==> config.mk <==
export PLATFORM = sky130hd
export DESIGN_NAME = ram8_sequencer
export DESIGN_NICKNAME = d
export VERILOG_FILES = /design/src/rtl/ram8_seq_pkg.sv /design/src/rtl/ram8_sequencer.sv
export SDC_FILE = /design/constraint.sdc
export NUM_CORES = 1
export LEC_CHECK = 0
export ABC_AREA = 1
export ABC_CLOCK_PERIOD_IN_PS = 3800
export CORE_MARGIN = 3
export CORE_UTILIZATION = 56
export CTS_BUF_LIST = sky130_fd_sc_hd__clkbuf_8 sky130_fd_sc_hd__clkbuf_16
export DETAILED_ROUTE_END_ITERATION = 16
export MAX_ROUTING_LAYER = met4
export PLACE_DENSITY = 0.95
export SLEW_MARGIN = 20
export SYNTH_ARGS = -nofsm -noshare
export SYNTH_HDL_FRONTEND = slang
export SYNTH_SLANG_ARGS = --single-unit
==> constraint.sdc <==
create_clock -name clk -period 3.8 [get_ports clk]
set_input_delay 0.95 -clock clk [delete_from_list [all_inputs] [get_ports clk]]
set_output_delay 0.95 -clock clk [all_outputs]
set_load 0.005 [all_outputs]
==> src/rtl/ram8_seq_pkg.sv <==
// Shared constants and types for the RAM8 sequencer and its RAM8 target.
// Latency: n/a (declarations only).
// Backpressure: n/a.
package ram8_seq_pkg;

    localparam int DEPTH = 8;
    localparam int AW    = 3;
    localparam int DW    = 16;

    // Largest legal word count for one command.
    localparam logic [3:0] LEN_MAX = 4'(DEPTH);

    localparam logic [1:0] OP_FILL = 2'b00;
    localparam logic [1:0] OP_COPY = 2'b01;
    localparam logic [1:0] OP_SUM  = 2'b10;
    localparam logic [1:0] OP_RSVD = 2'b11;

    typedef enum logic [2:0] {
        ST_IDLE    = 3'd0,
        ST_FILL    = 3'd1,
        ST_COPY_RD = 3'd2,
        ST_COPY_WR = 3'd3,
        ST_SUM     = 3'd4
    } state_t;

    // Address arithmetic wraps naturally in AW bits.
    function automatic logic [AW-1:0] wrap_add(input logic [AW-1:0] base,
                                               input logic [AW-1:0] idx);
        return base + idx;
    endfunction

endpackage

==> src/rtl/ram8_sequencer.sv <==
// Block FILL/COPY/SUM initiator driving one RAM8 over a wrapping address range.
// Latency: FILL/SUM len cycles, COPY 2*len cycles, done one cycle after the last work cycle.
// Backpressure: one command at a time; start is ignored while busy, nothing is queued.
module ram8_sequencer
    import ram8_seq_pkg::*;
(
    input  logic          clk,
    input  logic          reset,
    input  logic          start,
    input  logic [1:0]    op,
    input  logic [AW-1:0] src,
    input  logic [AW-1:0] dst,
    input  logic [3:0]    len,
    input  logic [DW-1:0] data,
    output logic [AW-1:0] mem_addr,
    output logic [DW-1:0] mem_in,
    output logic          mem_write,
    input  logic [DW-1:0] mem_out,
    output logic          busy,
    output logic          done,
    output logic          err,
    output logic [DW-1:0] result
);

    state_t        state_q,  state_d;
    logic [AW-1:0] i_q,      i_d;
    logic [AW-1:0] src_q,    src_d;
    logic [AW-1:0] dst_q,    dst_d;
    logic [3:0]    len_q,    len_d;
    logic [DW-1:0] data_q,   data_d;
    logic [DW-1:0] buf_q,    buf_d;
    logic [DW-1:0] result_q, result_d;
    logic          err_q,    err_d;
    logic          done_q,   done_d;

    logic          last_word;
    logic          cmd_illegal;

    assign last_word   = ({1'b0, i_q} == (len_q - 4'd1));
    assign cmd_illegal = (op == OP_RSVD) || (len > LEN_MAX);

    // State and datapath registers; async reset aborts any command without a done pulse.
    always_ff @(posedge clk or posedge reset) begin
        if (reset) begin
            state_q  <= ST_IDLE;
            i_q      <= '0;
            src_q    <= '0;
            dst_q    <= '0;
            len_q    <= '0;
            data_q   <= '0;
            buf_q    <= '0;
            result_q <= '0;
            err_q    <= 1'b0;
            done_q   <= 1'b0;
        end else begin
            state_q  <= state_d;
            i_q      <= i_d;
            src_q    <= src_d;
            dst_q    <= dst_d;
            len_q    <= len_d;
            data_q   <= data_d;
            buf_q    <= buf_d;
            result_q <= result_d;
            err_q    <= err_d;
            done_q   <= done_d;
        end
    end

    // Next-state: command accept in IDLE, per-word stepping in the work states.
    always_comb begin
        state_d  = state_q;
        i_d      = i_q;
        src_d    = src_q;
        dst_d    = dst_q;
        len_d    = len_q;
        data_d   = data_q;
        buf_d    = buf_q;
        result_d = result_q;
        err_d    = err_q;
        done_d   = 1'b0;

        case (state_q)
            ST_IDLE: begin
                if (start) begin
                    src_d  = src;
                    dst_d  = dst;
                    len_d  = len;
                    data_d = data;
                    i_d    = '0;
                    err_d  = 1'b0;
                    if (cmd_illegal) begin
                        err_d  = 1'b1;
                        done_d = 1'b1;
                    end else begin
                        if (op == OP_SUM) begin
                            result_d = '0;
                        end
                        if (len == 4'd0) begin
                            done_d = 1'b1;
                        end else begin
                            case (op)
                                OP_FILL: state_d = ST_FILL;
                                OP_COPY: state_d = ST_COPY_RD;
                                default: state_d = ST_SUM;
                            endcase
                        end
                    end
                end
            end
            ST_FILL: begin
                if (last_word) begin
                    state_d = ST_IDLE;
                    done_d  = 1'b1;
                end else begin
                    i_d = i_q + 1'b1;
                end
            end
            ST_COPY_RD: begin
                buf_d   = mem_out;
                state_d = ST_COPY_WR;
            end
            ST_COPY_WR: begin
                if (last_word) begin
                    state_d = ST_IDLE;
                    done_d  = 1'b1;
                end else begin
                    i_d     = i_q + 1'b1;
                    state_d = ST_COPY_RD;
                end
            end
            ST_SUM: begin
                result_d = result_q + mem_out;
                if (last_word) begin
                    state_d = ST_IDLE;
                    done_d  = 1'b1;
                end else begin
                    i_d = i_q + 1'b1;
                end
            end
            default: begin
                state_d = ST_IDLE;
            end
        endcase
    end

    // Moore memory-port decode: stable for the whole cycle, quiet in IDLE.
    always_comb begin
        mem_addr  = '0;
        mem_in    = '0;
        mem_write = 1'b0;
        case (state_q)
            ST_FILL: begin
                mem_addr  = wrap_add(dst_q, i_q);
                mem_in    = data_q;
                mem_write = 1'b1;
            end
            ST_COPY_RD: begin
                mem_addr = wrap_add(src_q, i_q);
            end
            ST_COPY_WR: begin
                mem_addr  = wrap_add(dst_q, i_q);
                mem_in    = buf_q;
                mem_write = 1'b1;
            end
            ST_SUM: begin
                mem_addr = wrap_add(src_q, i_q);
            end
            default: begin
                mem_addr  = '0;
            end
        endcase
    end

    assign busy   = (state_q != ST_IDLE);
    assign done   = done_q;
    assign err    = err_q;
    assign result = result_q;

endmodule

==> flow_summary.json, run 1 <==
{
  "reg2reg_from": "result[0]",
  "cpLargestDelayFamily": "buffers and inverters",
  "timing.final.crit_share_pct": 91.4,
  "critPathLaunchType": "flip-flop",
  "fillCellCount": 548,
  "cp.arrival_ns": 2.52,
  "max_cap_violations": 0,
  "cts_tree": "built",
  "crit_cells": 6,
  "syn_avg_cell_area_um2": 7.31,
  "holdWs_ns": 0.487,
  "cp_slowest_stage_delay_ns": 0.59,
  "p_leak_nw": 2.79,
  "min_to": "data_q[2]",
  "post_drt_wl_per_cell_um": 14.9,
  "placed_area_mm2": 0.00499,
  "insertion_delay_ns": 0.34,
  "clock-sinks": 66,
  "synth_nets": 624,
  "worstSetupPathType": "flip-flop to output pin",
  "drc": 0,
  "holdPathStages": 2,
  "grt-ovfl-total": 0,
  "n_antenna_cell": 0,
  "pre_cts_ws_ns": 0.392,
  "die_width_um": 91.3,
  "pwr_density_cell_mw_per_mm2": 781,
  "grt_pass1_wl_mm": 18.2,
  "ctsRootBufferMaster": "clkbuf_8",
  "reg2reg_depth": 10,
  "gp_congestion": 0.893,
  "netlist_area_mm2": 0.00407,
  "yosysWarningCount": 0,
  "outcome": "completed",
  "fin_nets": 715,
  "rsz0062_at_grt": "no",
  "ys_seq_elements": 66,
  "ant_nets": 0,
  "max-clock-path-buffers": 2,
  "yosysMostFrequentCell": "nand2_1",
  "holdCritPathClass": "flip-flop to flip-flop",
  "core_area_mm2": 0.00691,
  "drive_above_1_share_pct": 9.95,
  "dieArea_mm2": 0.00833,
  "critPathCaptureType": "output pin",
  "power_mw": 4.08,
  "final_area_mm2": 0.00523,
  "antenna_found_initial": 0,
  "fmax_ghz": 0.288,
  "finalHoldViolCount": 0,
  "synth_edf_count": 0,
  "required_ns": 2.85,
  "fp.dieH_um": 91.3,
  "seq_area_mm2": 0.00165,
  "grt_max_degree": 30,
  "final_util_pct": 75.7,
  "grt_pass1_vias": 3900,
  "rows": 30,
  "grt_usage_pct": 28.2,
  "slew_violations": 0,
  "wirelength_mm": 11.1,
  "initial_core_util_pct": 58.9,
  "synth_area_leaders": "dfrtp_1, nand2_1, inv_1, ha_1, nand3_1",
  "drt_first_pass_iters": 5,
  "ys_top_cells_by_count": "nand2_1, inv_1, dfrtp_1",
  "crit_path_cell_trace": "inv_2 > nand2_1 > nor2_2 > inv_1 > o22ai_1 > clkdlybuf4s50_1",
  "vdd_ir_drop_max_mv": 0.433,
  "path_clk_slew_ns": 0.08,
  "initialDrtViolationCount": 318,
  "holdCritStartpoint": "data_q[2]",
  "placed_cells": 730,
  "reg2reg_slack_ns": 1.74,
  "worst-path-buf-inv": 3,
  "vias": 3966,
  "place_hpwl_mm": 8.25,
  "synth_top_area_cell": "dfrtp_1",
  "ys.flop_type": "dfrtp_1",
  "ioPinCount": 86,
  "syn2layout_area_growth_pct": 28.3,
  "vias_per_cell": 5.30,
  "period_minus_slack_ns": 3.47,
  "cp_slowest_cell": "clkdlybuf4s50_1",
  "syn_inst": 557,
  "fin_skew_ns": 0.00781,
  "ctsHoldBuffers": 0,
  "instances_no_fill": 749,
  "ctsHtreeMaxLevel": 3,
  "multi_input_area_mm2": 0.00205,
  "tightest_slew_ns": 0.671,
  "cts_buffers": 9,
  "r2r_end": "result[8]",
  "crit_path_max_fanout": 14,
  "synth_top_area_share_pct": 40.6,
  "fin_ws_ns": 0.325,
  "port_buffers": 85,
  "finalSetupTns_ns": 0,
  "yosysSeqAreaShare_pct": 40.6,
  "async_reset_ff_share_pct": 100,
  "relSlewSlack_pct": 55.2,
  "synth_cell_types": 30,
  "finalSetupViolCount": 0
}
==> layout by cell type, fill, tap and decap left out, types with 2 or more instances in the layout <==
| cell | count |
|---|---|
| fa_1 | 2 |
| nand3b_1 | 4 |
| nand2_4 | 2 |
| xor2_1 | 3 |
| nand3_1 | 42 |
| nand2_2 | 7 |
| dlymetal6s2s_1 | 2 |
| clkinv_4 | 3 |
| buf_4 | 8 |
| clkbuf_8 | 9 |
| o22ai_1 | 2 |
| o31ai_1 | 2 |
| nand2_1 | 231 |
| inv_1 | 67 |
| nor2_2 | 3 |
| a21oi_1 | 20 |
| dfrtp_1 | 64 |
| mux2_2 | 12 |
| nor2_1 | 19 |
| o21ai_0 | 19 |
| clkdlybuf4s50_1 | 83 |
| xnor2_1 | 4 |
| inv_2 | 8 |
| nor3_1 | 3 |
| dfrtp_2 | 2 |
| nor2_4 | 4 |
| ha_1 | 18 |
==> power breakdown <==
part / leakage [nW] / switching [mW] / internal (mW) / total (mW)
combinational: 1.88 / 1.26 / 0.944 / 2.20
sequential: 0.807 / 0.235 / 1.04 / 1.28
clock: 0.0998 / 0.296 / 0.307 / 0.604
total: 2.79 / 1.79 / 2.29 / 4.08
==> registers in the layout, indices dropped and copies added (netlist names), 3 cells and up <==
name	cells
len_q	4
data_q	16
buf_q	16
dst_q	3
src_q	3
i_q	3
result	16
state_q	3
==> timing repair <==
action,4_1_cts,5_1_grt
endpoints found under the setup margin,0,2
setup buffers,0,3
gates resized for setup,0,5
==> worst reg2reg max path, cell delays in order, from the launching register on <==
cell     delay, ns
dfrtp_1       0.41
ha_1          0.23
inv_1         0.07
fa_1          0.35
inv_1         0.11
nand3_1       0.10
nand3_1       0.17
a21oi_1       0.12
or2_2         0.29
nand3_1       0.07
nand2_1       0.05
==> worst max path at each step <==
stage                from           to  slack (ns)
5_1_grt        state_q[2]   mem_in[15]        0.23
3_5_place_dp   state_q[1]  mem_addr[2]        0.39
6_report       state_q[2]   mem_in[15]        0.33
4_1_cts        state_q[1]  mem_addr[2]        0.01
2_1_floorplan  state_q[1]  mem_addr[2]        0.89
3_3_place_gp   state_q[1]  mem_addr[2]        0.50
==> logic make-up (layout without fill, tap and decap cells) <==
| logic type | after synthesis | count (layout) | synth area share [%] |
|---|---|---|---|
| DFF | 66 | 66 | 40.6 |
| xor gates and xnor gates | 7 | 7 | 1.51 |
| adders and majority gates | 20 | 20 | 6.52 |
| AOI/OAI and AO/OA | 46 | 46 | 5.99 |
| muxes | 12 | 12 | 3.32 |
| and+or+nand+nor | 318 | 318 | 33.0 |
| buffers and inverters | 88 | 184 | 9.10 |
==> layer usage <==
layer	GRT usage, %	vias up	wire length, µm
met5	-	-	0
met4	9.92	0	331
met3	5.22	35	717
met2	45.1	190	5260
met1	36.2	1821	4830
li1	-	1920	-
==> cell type report <==
class                      count  share of cell area [%]
multi-input combinational    403                    39.3
clock inverter                 7                    1.48
clock buffer                   9                    2.37
sequential                    66                    31.7
timing repair buffer          93                    17.5
inverter                      75                    5.39
tap                           96                    2.30
No activity file was read; power rests on OpenSTA's default activity.
==> run 2: changes to the inputs <==
--- a/config.mk
+++ b/config.mk
@@ -8,11 +8,12 @@
 export ABC_AREA = 1
 export ABC_CLOCK_PERIOD_IN_PS = 3800
 export CORE_MARGIN = 3
-export CORE_UTILIZATION = 56
+export CORE_UTILIZATION = 65
 export CTS_BUF_LIST = sky130_fd_sc_hd__clkbuf_8 sky130_fd_sc_hd__clkbuf_16
 export DETAILED_ROUTE_END_ITERATION = 16
+export DONT_BUFFER_PORTS = 1
 export MAX_ROUTING_LAYER = met4
-export PLACE_DENSITY = 0.95
+export PLACE_DENSITY = 0.89
 export SLEW_MARGIN = 20
 export SYNTH_ARGS = -nofsm -noshare
 export SYNTH_HDL_FRONTEND = slang
==> flow_summary.json, run 2 (synthesis results as in run 1) <==
{
  "outcome": "completed",
  "cts_buffers": 9,
  "grt_usage_pct": 30.1,
  "max-clock-path-buffers": 2,
  "crit_start": "state_q[1]",
  "wirelength_mm": 9.87,
  "clock-sinks": 66,
  "rows": 28,
  "drt_first_pass_iters": 5,
  "seq_power_share_pct": 34.7,
  "p_sw_mw": 1.68,
  "ioPinCount": 86,
  "slew_violations": 0,
  "grt_pass1_wl_mm": 16.8,
  "tightest_slew_ns": 0.681,
  "p_leak_nw": 2.42,
  "grt-ovfl-total": 0,
  "holdCritPathClass": "flip-flop to flip-flop",
  "worstSetupPathType": "flip-flop to output pin",
  "die_width_um": 85.1,
  "syn2layout_area_growth_pct": 5.99,
  "final_cell_mix": "nand2_1, inv_1, dfrtp_1",
  "fin_skew_ns": 0.0108,
  "timing.final.crit_share_pct": 92.6,
  "core_area_mm2": 0.00599,
  "cts_setup_buffers": 0,
  "ant_nets": 0,
  "placed_cells": 622,
  "gp_congestion": 0.930,
  "critPathCaptureType": "output pin",
  "relSlewSlack_pct": 54.5,
  "grt_pass1_vias": 3572,
  "multi_input_area_mm2": 0.00205,
  "dieArea_mm2": 0.00725,
  "switching_share_pct": 45.2,
  "ctsRootBufferMaster": "clkbuf_8",
  "required_ns": 2.85,
  "insertion_delay_ns": 0.35,
  "path_clk_slew_ns": 0.08,
  "cts_resized": 0,
  "vias_per_cell": 5.60,
  "vdd_ir_drop_max_mv": 0.482,
  "critPathLaunchType": "flip-flop",
  "p_clk_share_pct": 17.9,
  "ctsHoldBuffers": 0,
  "grt_max_degree": 35,
  "cp.arrival_ns": 2.57,
  "n_antenna_cell": 0,
  "finalHoldViolCount": 0,
  "antenna_found_initial": 0,
  "finalSetupTns_ns": 0,
  "pwr_density_cell_mw_per_mm2": 860,
  "initialDrtViolationCount": 247,
  "rsz0062_at_grt": "no",
  "layout_commonest_cell": "nand2_1",
  "port_buffers": 0,
  "fmax_ghz": 0.284,
  "fp.dieH_um": 85.1,
  "finalSetupViolCount": 0,
  "period_minus_slack_ns": 3.52,
  "crit_path_max_fanout": 11,
  "cts_tree": "built",
  "instances_no_fill": 637,
  "drc": 0,
  "reg2reg_from": "result[0]",
  "drive_above_1_share_pct": 9.96,
  "seq_area_mm2": 0.00165,
  "fin_nets": 625,
  "fillCellCount": 473,
  "place_hpwl_mm": 7.35,
  "initial_core_util_pct": 68.0,
  "ctsHtreeMaxLevel": 3,
  "p_comb_share_pct": 47.4,
  "holdCritStartpoint": "data_q[9]",
  "max_cap_violations": 0,
  "vias": 3568,
  "post_drt_wl_per_cell_um": 15.5,
  "internal_power_mw": 2.03
}
[run 2: cell count changes in the layout (fill, tap and decap cells not counted)]
cell and change:
dfrtp_2 -2, clkinvlp_4 +1, bufinv_16 +1, clkdlybuf4s50_1 -83, nor2_1 +1, clkinv_4 -1
dfrtp_1 +2, dlymetal6s2s_1 -2, buf_4 -5, inv_6 -1, nor2_2 -1, clkinv_2 -1
[run 2: worst paths after layout]
check | endpoint | slack [ns] | cells after the start
worst max-delay path | mem_addr[2] | 0.28 | 10
worst min-delay path | data_q[9] | 0.48 | 2
worst max register to register | result[8] | 1.81 | 10
worst min register to register | data_q[9] | 0.48 | 2
max in group asynchronous | buf_q[14] | 2.30 | 2
min in group asynchronous | data_q[0] | 0.58 | 1
[run 2: layout make-up]
cell class                      instances  share of cell area (%)
Multi-Input combinational cell        403                    47.5
Clock inverter                          6                    2.15
Timing Repair Buffer                    3                   0.522
Inverter                               75                    6.52
Sequential cell                        66                    38.3
Clock buffer                            9                    2.87
Tap cell                               75                    2.17
[run 2: per-stage QoR]
stage,hold WS (ns),setup WS (ns),total power [mW],utilization [%],cell area (µm²)
6_report,0.476,0.282,3.71,72.0,4320
2_1_floorplan,0.436,0.891,2.66,-,4070
3_5_place_dp,0.460,0.646,3.03,68.4,4100
3_3_place_gp,0.457,0.795,2.93,68.4,4100
4_1_cts,0.480,0.259,3.70,72.0,4320
5_1_grt,0.501,0.161,4.04,72.0,4320
[run 2: critical path: stages, from the launching register on]
cell	delay (ns)
dfrtp_1	0.44
nor2_4	0.17
nand2_2	0.19
nand2_4	0.16
mux2_2	0.35
ha_1	0.19
inv_1	0.07
fa_1	0.18
xor2_1	0.20
o21ai_1	0.10
a21oi_1	0.16
[run 2: power groups by stage]
| stage | logic [mW] | registers (mW) | clock network, mW |
|---|---|---|---|
| after floorplan | 1.44 | 1.22 | 0 |
| after global placement | 1.65 | 1.28 | 0 |
| after detailed placement | 1.73 | 1.30 | 0 |
| after CTS | 1.75 | 1.29 | 0.664 |
| after global routing | 2.02 | 1.33 | 0.696 |
| final | 1.76 | 1.29 | 0.664 |
[run 2: metal layers]
layer	vias to the layer above	GRT usage (%)	wire length [µm]
met5	-	-	0
met4	0	11.9	261
met3	30	9.22	831
met2	145	45.1	4530
met1	1655	38.1	4250
li1	1738	-	-
==> run 3: changes to the inputs <==
--- a/config.mk
+++ b/config.mk
@@ -7,6 +7,7 @@
 export LEC_CHECK = 0
 export ABC_AREA = 1
 export ABC_CLOCK_PERIOD_IN_PS = 3800
+export CORE_ASPECT_RATIO = 0.9
 export CORE_MARGIN = 3
 export CORE_UTILIZATION = 65
 export CTS_BUF_LIST = sky130_fd_sc_hd__clkbuf_8 sky130_fd_sc_hd__clkbuf_16
==> flow_summary.json, run 3 (synthesis results as in run 1) <==
{
  "rsz0062_at_grt": "no",
  "drt_first_pass_iters": 5,
  "cts_setup_buffers": 0,
  "insertion_delay_ns": 0.35,
  "power_mw": 3.73,
  "vdd_ir_drop_max_mv": 0.494,
  "cpLargestDelayFamily": "simple AND/OR/NAND/NOR gates",
  "grt-ovfl-total": 0,
  "holdCritPathClass": "flip-flop to flip-flop",
  "wirelength_mm": 9.80,
  "initial_core_util_pct": 69.5,
  "reg2reg_depth": 10,
  "crit_path_max_fanout": 11,
  "ctsHoldBuffers": 0,
  "grt_max_degree": 54,
  "grt_pass1_vias": 3497,
  "finalSetupTns_ns": 0,
  "r2r_end": "result[8]",
  "p_leak_nw": 2.43,
  "clock-sinks": 66,
  "ctsHtreeMaxLevel": 3,
  "die_width_um": 89.4,
  "ant_nets": 0,
  "core_area_mm2": 0.00586,
  "antenna_found_initial": 0,
  "outcome": "completed",
  "max_cap_violations": 0,
  "drc": 0,
  "finalHoldViolCount": 0,
  "worst-path-buf-inv": 1,
  "ioPinCount": 86,
  "critPathCaptureType": "output pin",
  "layout_commonest_cell": "nand2_1",
  "place_hpwl_mm": 7.34,
  "fp.dieH_um": 81.1,
  "vias": 3584,
  "cp_slowest_cell": "dfrtp_1",
  "cts_buffers": 9,
  "max-clock-path-buffers": 2,
  "cp_slowest_stage_delay_ns": 0.44,
  "gp_congestion": 0.964,
  "holdPathStages": 2,
  "finalSetupViolCount": 0,
  "reg2reg_slack_ns": 1.68,
  "post_drt_wl_per_cell_um": 15.5,
  "grt_pass1_wl_mm": 16.0,
  "slew_violations": 0,
  "cts_tree": "built",
  "worstSetupPathType": "flip-flop to output pin",
  "required_ns": 2.85,
  "cts_resized": 0,
  "pwr_density_cell_mw_per_mm2": 863,
  "final_util_pct": 73.8,
  "relSlewSlack_pct": 40.6,
  "min_to": "data_q[10]",
  "crit_start": "state_q[1]",
  "fin_skew_ns": 0.00779,
  "initialDrtViolationCount": 353,
  "port_buffers": 0,
  "vias_per_cell": 5.66,
  "syn2layout_area_growth_pct": 6.15,
  "cp.arrival_ns": 2.58,
  "fmax_ghz": 0.284,
  "period_minus_slack_ns": 3.53,
  "reg2reg_from": "result[0]",
  "grt_usage_pct": 29.9,
  "tightest_slew_ns": 0.890,
  "ctsRootBufferMaster": "clkbuf_8",
  "fin_nets": 625,
  "holdCritStartpoint": "data_q[10]",
  "critPathLaunchType": "flip-flop",
  "timing.final.crit_share_pct": 92.8,
  "placed_area_mm2": 0.00409,
  "path_clk_slew_ns": 0.07,
  "final_area_mm2": 0.00432,
  "dieArea_mm2": 0.00725,
  "drive_above_1_share_pct": 10.1,
  "rows": 26,
  "n_antenna_cell": 0,
  "final_cell_mix": "nand2_1, inv_1, dfrtp_1",
  "crit_path_cell_trace": "nor2_4 > nand2_2 > nand2_4 > mux2_2 > ha_1 > inv_1 > fa_1 > xor2_1 > o21ai_1 > a21oi_1"
}
## run 3: cell count changes in the layout (fill, tap and decap cells not counted), sizes merged
cell      before  now
inv           75   74
clkinv         2    4
clkbuf         9   10
clkinvlp       2    1
## run 3: area by class of cell
class | count | area, µm²
Sequential cell | 66 | 1650
Timing Repair Buffer | 3 | 22.5
Clock buffer | 10 | 138
Multi-Input combinational cell | 403 | 2050
Clock inverter | 6 | 90.1
Inverter | 75 | 283
Tap cell | 70 | 87.6
Fill cell | 449 | 1530
## run 3: tightest hold or removal path: cells and delay by family (launching register included)
kind          cells  cell delay (ns)
simple gates      2             0.10
flops             1             0.35
## run 3: metal layers
layer / GRT usage (%) / routed length, µm
met5: - / 0
met2: 45.5 / 4470
met1: 37.4 / 4190
met4: 9.38 / 199
met3: 10.6 / 937
## run 3: per-stage QoR
| stage | hold WS (ns) | cells | worst slack, ns |
|---|---|---|---|
| final | 0.476 | 633 | 0.273 |
| after global routing | 0.505 | 633 | 0.133 |
| after CTS | 0.476 | 633 | 0.314 |
| after detailed placement | 0.459 | 617 | 0.695 |
| after global placement | 0.457 | 617 | 0.778 |
| after floorplan | 0.436 | 557 | 0.891 |
## run 3: where the power goes
| group | switching (mW) | total, mW | internal, mW |
|---|---|---|---|
| Sequential | 0.245 | 1.29 | 1.04 |
| Clock | 0.279 | 0.667 | 0.388 |
| Combinational | 1.15 | 1.77 | 0.628 |
## run 3: how the worst max path moves through the flow
stage,endpoint,slack (ns),depth (start not counted)
finish,mem_addr[2],0.27,10
global route,mem_addr[2],0.13,10
CTS,mem_addr[2],0.31,10
detailed placement,mem_addr[2],0.69,10
global placement,mem_addr[2],0.78,10
floorplan,mem_addr[2],0.89,11
==> RTL edit, RTL diff (settings of run 2) <==
Register the output `mem_in`, cleared by the reset; this adds one clock of latency there. The other outputs are not delayed to match.
--- a/src/rtl/ram8_sequencer.sv
+++ b/src/rtl/ram8_sequencer.sv
@@ -21,6 +21,8 @@
     output logic          err,
     output logic [DW-1:0] result
 );
+
+    logic [DW-1:0] mem_in_d;
 
     state_t        state_q,  state_d;
     logic [AW-1:0] i_q,      i_d;
@@ -146,12 +148,12 @@
     // Moore memory-port decode: stable for the whole cycle, quiet in IDLE.
     always_comb begin
         mem_addr  = '0;
-        mem_in    = '0;
+        mem_in_d  = '0;
         mem_write = 1'b0;
         case (state_q)
             ST_FILL: begin
                 mem_addr  = wrap_add(dst_q, i_q);
-                mem_in    = data_q;
+                mem_in_d  = data_q;
                 mem_write = 1'b1;
             end
             ST_COPY_RD: begin
@@ -159,7 +161,7 @@
             end
             ST_COPY_WR: begin
                 mem_addr  = wrap_add(dst_q, i_q);
-                mem_in    = buf_q;
+                mem_in_d  = buf_q;
                 mem_write = 1'b1;
             end
             ST_SUM: begin
@@ -176,5 +178,13 @@
     assign err    = err_q;
     assign result = result_q;
 
+    always_ff @(posedge clk or posedge reset) begin
+        if (reset) begin
+            mem_in <= '0;
+        end else begin
+            mem_in <= mem_in_d;
+        end
+    end
+
 endmodule
 
Check against the original RTL: not equivalent (a bounded check fails within 4 cycles, from zero or initial values and one cycle with reset high).
==> RTL edit against run 2 <==
  * Largest cell class is now sequential cells
  * Utilization up 0.50 points
  * Global-route usage shrank 1.5 points
  * Sequential power is 16% higher
  * Wire length grew 0.39%
  * Non-clock buffer count rose by 1
  * Combinational power hardly changed
  * Area after synthesis increased by 7.8%
  * Power increased by 6.1%
  * Worst setup slack worse by 0.0098 ns
  * Fmax fell by 0.28%
  * Sequential cell count grew 16
  * Sequential share of layout area increased by 5.5 points
  * Design area grew 8.6%
==> RTL edit: results (changes against run 2) <==
worst slew pin tran=0.755 ns (was 0.681 ns); largest net degree at the start of global routing=37 (was 35); #MultiIn Comb=389 (was 403); WL met3=680 um (was 831 um); Placement Setup Slack=0.582 ns (was 0.646 ns); post-DP HPWL=7560 um (was 7350 um); reported clock group power=0.000682 W (was 0.000664 W); Final GP Congestion=0.931 (was 0.930); Inverters=95 (was 75); Worst Path Arrival=2.58 ns (was 2.57 ns); Final Non-Filler Cells=663 (was 637); Area Overhead vs Synth=6.73% (was 5.99%); first-pass GRT wire length=16,600 um (was 16,800 um); R2R setup slack=1.70 ns (was 1.81 ns); hold path startpoint=buf_q[0] (was data_q[9]); met2 wire length=4800 um (was 4530 um); clock network contribution to total cell area=0.0467 (was 0.0502); met2 Use GR=0.451 (about the same); Repair and plain buffers=4 (was 3); Synth top cells by count=nand2_1, inv_1, dfrtp_1, o21ai_0, nand3_1 (was nand2_1, inv_1, dfrtp_1, nand3_1); final hold slack=0.490 ns (was 0.476 ns); #FFs+latches synth=82 (was 66); Area contributors post-synth=dfrtp_1, nand2_1, inv_1 (unchanged); clk_skew=0.00647 ns (was 0.0108 ns); Clk network pwr share=0.173 (was 0.179); Non-Clock Buffer Area Fraction=0.00641 (was 0.00522); Seq pwr share=0.380 (was 0.347); Seq/total area=0.438 (was 0.383); met3 GRT Util=0.0640 (was 0.0922); sequential fraction of the synthesis area=0.468 (was 0.406); vias in the first global route=3,571 (was 3,572); GRT Resource Usage Total=0.286 (was 0.301); outcome=completed (unchanged); Metal-1 WL=4160 um (was 4250 um); Distinct cells, synth=32 (was 30); Routed WL=9900 um (was 9870 um)
## RTL edit: changes by cell type in the layout (fill, tap and decap cells not counted), moves of 4 or more
cell	run 2	this run
o21ai_0	19	51
inv_1	67	86
nand3_1	42	25
dfrtp_1	66	82
mux2_2	12	0
a21oi_1	20	9
nand2_1	231	220
o22ai_1	2	7
nand2_2	7	3
## RTL edit: cell families after synthesis
group	synth area share
compound gates	0.0875
mux	0.00228
fa+ha+maj	0.0604
flops	0.468
simple gates	0.274
buf+inv	0.0946
xor+xnor	0.0140
## RTL edit: worst max path at each step
stage                from          end
2_1_floorplan       reset     buf_q[0]
3_5_place_dp   state_q[2]  mem_addr[2]
4_1_cts        state_q[2]  mem_addr[2]
5_1_grt        state_q[2]  mem_addr[2]
6_report       state_q[2]  mem_addr[2]
3_3_place_gp   state_q[2]  mem_addr[2]
